===== src/rtl/wb_frame_capture_ctl.sv =====
// Multi-buffer camera capture sequencer behind a Wishbone register file; rotates
// NUM_BUF base addresses, gates the camera stream and measures frame period/lines.
module wb_frame_capture_ctl #(
  parameter int NUM_BUF     = 2,
  parameter int CNT_W       = 24,
  parameter int SYNC_STAGES = 2
) (
  input  logic        wb_clk_i,
  input  logic        wb_rst_i,
  input  logic [5:0]  wb_adr_i,
  input  logic [31:0] wb_dat_i,
  input  logic [3:0]  wb_sel_i,
  input  logic        wb_we_i,
  input  logic        wb_cyc_i,
  input  logic        wb_stb_i,
  output logic [31:0] wb_dat_o,
  output logic        wb_ack_o,
  input  logic        frame_start_i,
  input  logic        line_i,
  input  logic        capture_done_i,
  output logic        enable_o,
  output logic [31:0] buf_addr_o,
  output logic        buf_load_o,
  output logic        irq_o
);

  typedef enum logic [1:0] {IDLE = 2'd0, ARM = 2'd1, CAPT = 2'd2, DRAIN = 2'd3} state_t;
  localparam logic [CNT_W-1:0] CNT_MAX = '1;

  state_t state, state_nxt;
  logic [SYNC_STAGES-1:0] fs_sync, ln_sync;
  logic fs_prev, ln_prev, frame_edge, line_edge;
  logic wb_req, wr;
  logic [3:0] reg_adr;
  logic start, abort, w1c_ovr, w1c_done;
  logic start_evt, done_evt, ovr_evt, last_frame, load_set;
  logic irq_en, done, overrun;
  logic [2:0] idx, idx_nxt;
  logic [31:0] nframes, fcount, rd_dat;
  logic [31:0] buf_base [8];
  logic [CNT_W-1:0] period, period_cnt, lines, line_cnt;
  logic unused_adr;

  assign unused_adr = ^wb_adr_i[1:0];

  function automatic logic [31:0] bmerge(input logic [31:0] cur, input logic [31:0] wd,
                                         input logic [3:0] sel);
    logic [31:0] res;
    for (int b = 0; b < 4; b++) res[8*b +: 8] = sel[b] ? wd[8*b +: 8] : cur[8*b +: 8];
    return res;
  endfunction

  always_ff @(posedge wb_clk_i or posedge wb_rst_i) begin
    if (wb_rst_i) begin
      fs_sync <= '0;
      ln_sync <= '0;
      fs_prev <= 1'b0;
      ln_prev <= 1'b0;
    end else begin
      fs_sync <= {fs_sync[SYNC_STAGES-2:0], frame_start_i};
      ln_sync <= {ln_sync[SYNC_STAGES-2:0], line_i};
      fs_prev <= fs_sync[SYNC_STAGES-1];
      ln_prev <= ln_sync[SYNC_STAGES-1];
    end
  end

  assign frame_edge = fs_sync[SYNC_STAGES-1] & ~fs_prev;
  assign line_edge  = ln_sync[SYNC_STAGES-1] & ~ln_prev;

  assign wb_req   = wb_cyc_i & wb_stb_i & ~wb_ack_o;
  assign wr       = wb_req & wb_we_i;
  assign reg_adr  = wb_adr_i[5:2];
  assign start    = wr && reg_adr == 4'd0 && wb_sel_i[0] && wb_dat_i[0];
  assign abort    = wr && reg_adr == 4'd0 && wb_sel_i[0] && wb_dat_i[1];
  assign w1c_ovr  = wr && reg_adr == 4'd1 && wb_sel_i[1] && wb_dat_i[8];
  assign w1c_done = wr && reg_adr == 4'd1 && wb_sel_i[1] && wb_dat_i[9];

  // Abort masks every other event in the same cycle.
  assign start_evt  = (state == IDLE) & start & ~abort;
  assign done_evt   = (state == DRAIN) & capture_done_i & ~abort;
  assign ovr_evt    = (state == DRAIN) & frame_edge & ~abort;
  assign last_frame = (nframes != 32'd0) && (fcount + 32'd1 == nframes);

  always_ff @(posedge wb_clk_i or posedge wb_rst_i) begin
    if (wb_rst_i) state <= IDLE;
    else          state <= state_nxt;
  end

  always_comb begin
    state_nxt = state;
    if (abort) state_nxt = IDLE;
    else begin
      case (state)
        IDLE:    if (start) state_nxt = ARM;
        ARM:     if (frame_edge) state_nxt = CAPT;
        CAPT:    if (frame_edge) state_nxt = DRAIN;
        DRAIN:   if (capture_done_i) state_nxt = last_frame ? IDLE : ARM;
        default: state_nxt = IDLE;
      endcase
    end
  end

  always_comb begin
    enable_o = (state == CAPT);
    load_set = (state_nxt == ARM) && (state != ARM);
  end

  always_comb begin
    idx_nxt = idx;
    if (start_evt)     idx_nxt = 3'd0;
    else if (done_evt) idx_nxt = (idx == 3'(NUM_BUF - 1)) ? 3'd0 : idx + 3'd1;
  end

  always_ff @(posedge wb_clk_i or posedge wb_rst_i) begin
    if (wb_rst_i) begin
      idx        <= '0;
      fcount     <= '0;
      done       <= 1'b0;
      overrun    <= 1'b0;
      buf_load_o <= 1'b0;
      buf_addr_o <= '0;
    end else begin
      idx        <= idx_nxt;
      buf_load_o <= load_set;
      if (load_set) buf_addr_o <= buf_base[idx_nxt];
      if (start_evt)     fcount <= '0;
      else if (done_evt) fcount <= fcount + 32'd1;
      if (done_evt)      done <= 1'b1;
      else if (w1c_done) done <= 1'b0;
      if (ovr_evt)       overrun <= 1'b1;
      else if (w1c_ovr)  overrun <= 1'b0;
    end
  end

  always_ff @(posedge wb_clk_i or posedge wb_rst_i) begin
    if (wb_rst_i) begin
      irq_en  <= 1'b0;
      nframes <= '0;
      for (int i = 0; i < 8; i++) buf_base[i] <= '0;
    end else begin
      if (wr && reg_adr == 4'd0 && wb_sel_i[0]) irq_en <= wb_dat_i[3];
      if (wr && reg_adr == 4'd2) nframes <= bmerge(nframes, wb_dat_i, wb_sel_i);
      for (int i = 0; i < 8; i++)
        if (i < NUM_BUF && wr && reg_adr == 4'(8 + i))
          buf_base[i] <= bmerge(buf_base[i], wb_dat_i, wb_sel_i);
    end
  end

  // Period restarts at 1 so the latched value equals the edge spacing in cycles.
  always_ff @(posedge wb_clk_i or posedge wb_rst_i) begin
    if (wb_rst_i) begin
      period     <= '0;
      period_cnt <= '0;
      lines      <= '0;
      line_cnt   <= '0;
    end else begin
      if (frame_edge) begin
        period     <= period_cnt;
        period_cnt <= CNT_W'(1);
      end else if (period_cnt != CNT_MAX) begin
        period_cnt <= period_cnt + CNT_W'(1);
      end
      if (state != CAPT) line_cnt <= '0;
      else if (line_edge && line_cnt != CNT_MAX) line_cnt <= line_cnt + CNT_W'(1);
      if (state == CAPT && frame_edge && !abort) lines <= line_cnt;
    end
  end

  always_comb begin
    rd_dat = '0;
    case (reg_adr)
      4'd0: rd_dat = {28'd0, irq_en, 3'd0};
      4'd1: rd_dat = {22'd0, done, overrun, 1'b0, idx, 2'b00, state};
      4'd2: rd_dat = nframes;
      4'd3: rd_dat = fcount;
      4'd4: rd_dat = 32'(period);
      4'd5: rd_dat = 32'(lines);
      default: if (reg_adr[3] && int'(reg_adr[2:0]) < NUM_BUF) rd_dat = buf_base[reg_adr[2:0]];
    endcase
  end

  always_ff @(posedge wb_clk_i or posedge wb_rst_i) begin
    if (wb_rst_i) begin
      wb_ack_o <= 1'b0;
      wb_dat_o <= '0;
    end else begin
      wb_ack_o <= wb_req;
      if (wb_req) wb_dat_o <= wb_we_i ? 32'd0 : rd_dat;
    end
  end

  assign irq_o = irq_en & (done | overrun);

endmodule


===== config.mk =====
export PLATFORM = sky130hd
export DESIGN_NAME = wb_frame_capture_ctl
export DESIGN_NICKNAME = d
export VERILOG_FILES = /design/src/rtl/wb_frame_capture_ctl.sv
export SDC_FILE = /design/constraint.sdc
export NUM_CORES = 1
export LEC_CHECK = 0
export CAP_MARGIN = 25
export CORE_MARGIN = 8
export CORE_UTILIZATION = 30
export CTS_BUF_LIST = sky130_fd_sc_hd__clkbuf_8 sky130_fd_sc_hd__clkbuf_16
export DETAILED_ROUTE_END_ITERATION = 10
export SKIP_LAST_GASP = 1
export SLEW_MARGIN = 15
export SYNTH_ARGS = -nofsm -noshare
export SYNTH_HDL_FRONTEND = slang
export SYNTH_SLANG_ARGS = --single-unit

===== constraint.sdc =====
create_clock -name wb_clk_i -period 22.3 [get_ports wb_clk_i]
set_input_delay 6.69 -clock wb_clk_i [delete_from_list [all_inputs] [get_ports wb_clk_i]]
set_output_delay 6.69 -clock wb_clk_i [all_outputs]
set_load 0.02 [all_outputs]

==> impl_metrics.toml, run 1 <==
[detailed_routing]
dr.pass1.iters = 6
wl_per_cell_um = 21.0
dr.first_iter.drc_count = 1141
ant_nets = 0
routed_wl_mm = 47.8
route.vias.total = 12048
via_per_inst = 5.30
drc = 0

[critical_path]
path_cells = "clkdlybuf4s50_1 > buf_4 > or2_2 > nor2_1 > a31o_2 > xnor2_1 > nand2_1 > buf_4 > inv_1 > buf_4 > nand2_1 > a21oi_1 > mux2_4"
cp.arrival_ns = 10.52
worstPathRequired_ns = 22.77
crit_top_cell = "buf_4"
cp-end-kind = "register"
crit_fanout = 40
worst-path-buf-inv = 5
crit_type = "primary input to register"
cpPeakStageDelay_ns = 0.54
cp_top_family = "buffers and inverters"
start_kind = "primary input"
crit_slowest_cell = "inv_1"

[power]
p_per_area_nw_per_um2 = 77.6
p_sw_uw = 414
p_seq_share_pct = 43.3
pwr-share-comb_pct = 16.8
leakage_nw = 8.19
clkPwrFrac_pct = 39.9
power_switching_share_pct = 28.5
vdd_ir_drop_max_uv = 63.3
intPower_mw = 1.04

[sta]
rsz0062_at_grt = "false"
fin_setup_tns_ns = 0
setup_viol = 0
relSlewSlack_pct = 40.6
setup_slack_ns = 12.24
worst_pin_slew_ns = 0.891
fin_crit_sh_pct = 45.1
hold_violations = 0
min_period_ns = 10.06
fmax_mhz = 99.4
skew_ns = 0.0210
slew_viol_final = 0

[synth]
syn-mean-instance-area_um2 = 10.6
synth-main-ff-cell = "dfrtp_1"
async_flop_share_pct = 100
yosys_warnings = 192
synth_nets = 1540
synth_area_um2 = 15800
synth_seq_area_share_pct = 48.1
netlist_instances = 1487
ys_types = 72
ys_ff_latch = 304
synth-edff-count = 0

[clock_tree]
cts_hold_buf = 0
cts_tree = "done"
cts_buffer_depth = 3
cts.htree.levels = 2
clk_latency_ns = 0.53
post-cts-setup-buffer-count = 0
cts_buffers = 34
cts_resized = 0
cts.sinks = 304
cts_root_buffer = "clkbuf_16"
clkTransAtPathRegs_ns = 0.06

[die]
rows = 84
start_util_pct = 30.2
fp.dieH_um = 246
ioPinCount = 118
design.core.area_um2 = 52300
dieArea_um2 = 60300
die_w_um = 246

[final_layout]
final_cells = 2275
fin_nets = 1612
finish.utilization_pct = 35.7
fillers = 5219
drive_gt1_share_pct = 19.5
area_growth_pct = 18.3

[flow_run]
cap_violations = 0

[place]
dp_hpwl_mm = 33.2
portBuffers = 115
place_inst = 2209
gp_congestion = 0.883
pre_cts_slack_ns = 11.76

[global_routing]
grt_max_degree = 187
grt_util_all_layers_pct = 15.5
grt_pass1_wl_mm = 73.9
grt_pass1_vias = 12172
grt.overflow.total = 0
antenna_found_initial = 2

[worst_hold_path]
hold_path.class = "register to register"

[run_status]
status = "finished, final reports clean"
## per-stage QoR
step	hold WS [ns]	area [µm²]	power, mW
floorplan	0.331	15800	0.778
global placement	0.338	17500	0.876
detailed placement	0.340	17500	0.879
CTS	0.354	18700	1.46
global route	0.367	18700	1.51
finish	0.351	18700	1.45
## final timing paths
| kind | endpoint | startpoint | cells after the start | slack (ns) |
|---|---|---|---|---|
| max | buf_addr_o[8] | wb_adr_i[5] | 13 | 12.24 |
| min | fs_sync[1] | fs_sync[0] | 0 | 0.35 |
| max reg2reg | buf_addr_o[26] | fcount[0] | 10 | 18.20 |
| min reg2reg | fs_sync[1] | fs_sync[0] | 0 | 0.35 |
| max in group asynchronous | period_cnt[6] | wb_rst_i | 4 | 14.04 |
| min in group asynchronous | line_cnt[5] | wb_rst_i | 2 | 6.74 |
## placed cells by master, fill, tap and decap left out, types with 13 or more instances in the layout
cell / n
o21a_1: 18
inv_1: 19
mux2i_1: 37
nand4_1: 23
xnor2_1: 45
and3_1: 14
a32o_1: 16
nand3_1: 57
xor2_1: 41
o21ai_0: 101
nor2_1: 100
clkdlybuf4s50_1: 113
clkbuf_16: 37
nor4_1: 17
a21oi_1: 80
mux2_4: 30
dfrtp_1: 304
o31ai_1: 13
buf_4: 16
mux2_2: 165
nand2_1: 169
## state kept, by name, summed over array words and instances (netlist names), 3 cells and up
signal      cells
nframes        32
buf_addr_o     32
period_cnt     24
wb_dat_o       32
line_cnt       24
period         24
fcount         32
idx             3
buf_base       64
lines          24
## metal layers
metal | part of all wire [%] | wire length, µm | global-route usage [%] | vias to the layer above
met1 | 46 | 21900 | 21.4 | 6171
met3 | 4.8 | 2290 | 2.43 | 66
li1 | - | - | - | 5491
met4 | 2.6 | 1230 | 4.76 | 0
met2 | 47 | 22400 | 24.6 | 320
met5 | 0 | 0 | 0 | -
## synth_stat cells (13+ instances only)
cell type    n  area (µm²)
o21a_1      18         135
mux2_2     165        1860
nor4_1      17         106
xnor2_1     45         394
a32o_1      16         160
mux2_4      30         450
xor2_1      41         359
clkbuf_1    76         285
mux2i_1     37         370
nand3_1     57         285
o31ai_1     13        97.6
and3_1      14        87.6
a21oi_1     80         400
dfrtp_1    304        7610
nand4_1     23         144
nand2_1    169         634
nor2_1     101         379
o21ai_0    101         505
## power by group through the flow
stage	registers [mW]	clock network [mW]	logic, mW
4_1_cts	0.629	0.592	0.243
5_1_grt	0.633	0.614	0.262
3_5_place_dp	0.638	0	0.241
3_3_place_gp	0.637	0	0.239
2_1_floorplan	0.638	0	0.140
6_report	0.629	0.580	0.244
## cells by family after synthesis
logic type	synth area share, %
AOI/OAI and AO/OA	11.3
xor gates and xnor gates	4.76
adders and majority gates	0.237
buffers and inverters	3.66
DFF	48.1
muxes	16.9
and+or+nand+nor	14.9
## final cells by class
class | count | area (µm²) | share of cell area [%]
multi-input cells | 1071 | 7660 | 41.0
flip-flops and latches | 304 | 7610 | 40.7
repair buffers | 136 | 1350 | 7.24
clock buffers | 45 | 1040 | 5.54
well taps | 688 | 861 | 4.60
clock inverters | 17 | 131 | 0.702
inverters | 12 | 52.6 | 0.281
diodes | 2 | 5.00 | 0.0268
No activity file was read; power rests on OpenSTA's default activity.
==> inputs of run 2 (changes only) <==
clock period = 8.7 ns   (was 22.3 ns; I/O delays follow)
==> impl_metrics.toml, run 2 (synthesis gave the netlist of run 1 again) <==
[clock_tree]
cts_hold_buf = 0
cts_resized = 0
cts_root_buffer = "clkbuf_16"
clkTransAtPathRegs_ns = 0.06
clk_latency_ns = 0.52
post-cts-setup-buffer-count = 0
cts.htree.levels = 2
cts.sinks = 304
cts_buffer_depth = 3
cts_tree = "done"
cts_buffers = 35

[critical_path]
worstPathRequired_ns = 9.15
r2r_setup_slack_ns = 4.23
cp.arrival_ns = 6.63
rr_worst_depth = 10
cp-end-kind = "register"
start_kind = "primary input"
rr_startpoint = "fcount[0]"
r2r_end = "buf_addr_o[27]"
crit_fanout = 47
crit_type = "primary input to register"

[power]
leakage_nw = 8.15
power_switching_share_pct = 28.7
clkPwrFrac_pct = 39.2
vdd_ir_drop_max_uv = 94.9
pwr-share-comb_pct = 17.0
p_per_area_nw_per_um2 = 198
p_sw_mw = 1.06
p_seq_share_pct = 43.9
intPower_mw = 2.63

[final_layout]
area_growth_pct = 17.9
largest-register = "buf_base"
largest_register_ffs = 64
layout_commonest_cell = "dfrtp_1"
fin_nets = 1614
drive_gt1_share_pct = 19.5
finalInstanceArea_um2 = 18600
finish.utilization_pct = 35.6
layout_common_cells = "dfrtp_1, nand2_1, mux2_2"

[global_routing]
antenna_found_initial = 4
grt_max_degree = 158
grt.overflow.total = 0
grt_pass1_vias = 11990
grt_pass1_wl_mm = 73.9
grt_util_all_layers_pct = 15.6

[die]
design.core.area_um2 = 52300
fp.dieH_um = 246
start_util_pct = 30.2
rows = 84
die_w_um = 246
dieArea_um2 = 60300
ioPinCount = 118

[sta]
fmax_mhz = 162
relSlewSlack_pct = 32.4
worst_pin_slew_ns = 1.01
slew_viol_final = 0
hold_violations = 0
setup_slack_ns = 2.53
min_period_ns = 6.17
fin_crit_sh_pct = 70.9
rsz0062_at_grt = "false"
skew_ns = 0.0150
whs_ns = 0.348
setup_viol = 0
fin_setup_tns_ns = 0

[detailed_routing]
drc = 0
wl_per_cell_um = 21.1
dr.pass1.iters = 7
route.vias.total = 12091
via_per_inst = 5.32
routed_wl_mm = 47.9
ant_nets = 0
dr.first_iter.drc_count = 895

[worst_hold_path]
hold_end = "fs_sync[1]"
holdPathStages = 0
hold_path.class = "register to register"
holdCritStartpoint = "fs_sync[0]"

[place]
dp_hpwl_mm = 34.0
gp_congestion = 0.879
dpl_cell_area_um2 = 17500
pre_cts_slack_ns = 2.09
portBuffers = 115

[run_status]
status = "finished, final reports clean"

[flow_run]
cap_violations = 0
run 2: changes by cell type in the layout (fill, tap and decap cells not counted), sizes merged:
cell,previous run,this run
clkinvlp,1,2
diode,2,3
clkbuf,45,40
bufinv,2,3
inv,20,18
buf,23,24
clkinv,6,8
run 2: worst max-delay path, cell delays in order:
cell	delay, ns
clkdlybuf4s50_1	0.40
buf_4	0.25
nand2b_1	0.22
nor2_1	0.37
a31o_2	0.23
buf_4	0.45
xnor2_1	0.18
nand2_1	0.07
buf_4	0.30
inv_1	0.37
buf_4	0.40
nand2_1	0.10
a21oi_1	0.38
mux2_4	0.23
run 2: power groups by stage:
stage	logic [mW]	registers (mW)	clock network, mW
after CTS	0.624	1.62	1.48
final	0.626	1.62	1.44
after global placement	0.611	1.64	0
after global routing	0.674	1.63	1.54
after floorplan	0.359	1.64	0
after detailed placement	0.621	1.64	0
run 2: through the flow:
step / instances / total power, mW
finish: 2274 / 3.69
global route: 2274 / 3.84
detailed placement: 2210 / 2.26
CTS: 2269 / 3.72
global placement: 2209 / 2.25
floorplan: 1487 / 1.99
run 2: worst max path at each step:
stage / start / to / cells after the start
after CTS: wb_cyc_i / buf_addr_o[6] / 14
after global routing: wb_adr_i[3] / buf_addr_o[6] / 14
after detailed placement: wb_adr_i[3] / buf_addr_o[6] / 14
after floorplan: wb_rst_i / buf_addr_o[0] / 1
after global placement: wb_cyc_i / buf_addr_o[6] / 14
final: wb_adr_i[3] / buf_addr_o[6] / 14
run 2: area by class of cell:
type / instances / area, µm²
inverters: 12 / 48.8
flip-flops and latches: 304 / 7610
fillers: 5228 / 33700
clock buffers: 40 / 945
multi-input cells: 1071 / 7660
repair buffers: 137 / 1340
clock inverters: 19 / 173
diodes: 3 / 7.51
well taps: 688 / 861
run 2: routing by layer:
layer	share of wire, %	vias up	GRT usage [%]
met1	45	6144	21.3
li1	-	5501	-
met2	47	384	24.8
met3	5.5	60	2.80
met5	0.023	-	0
met4	2.3	2	5.02
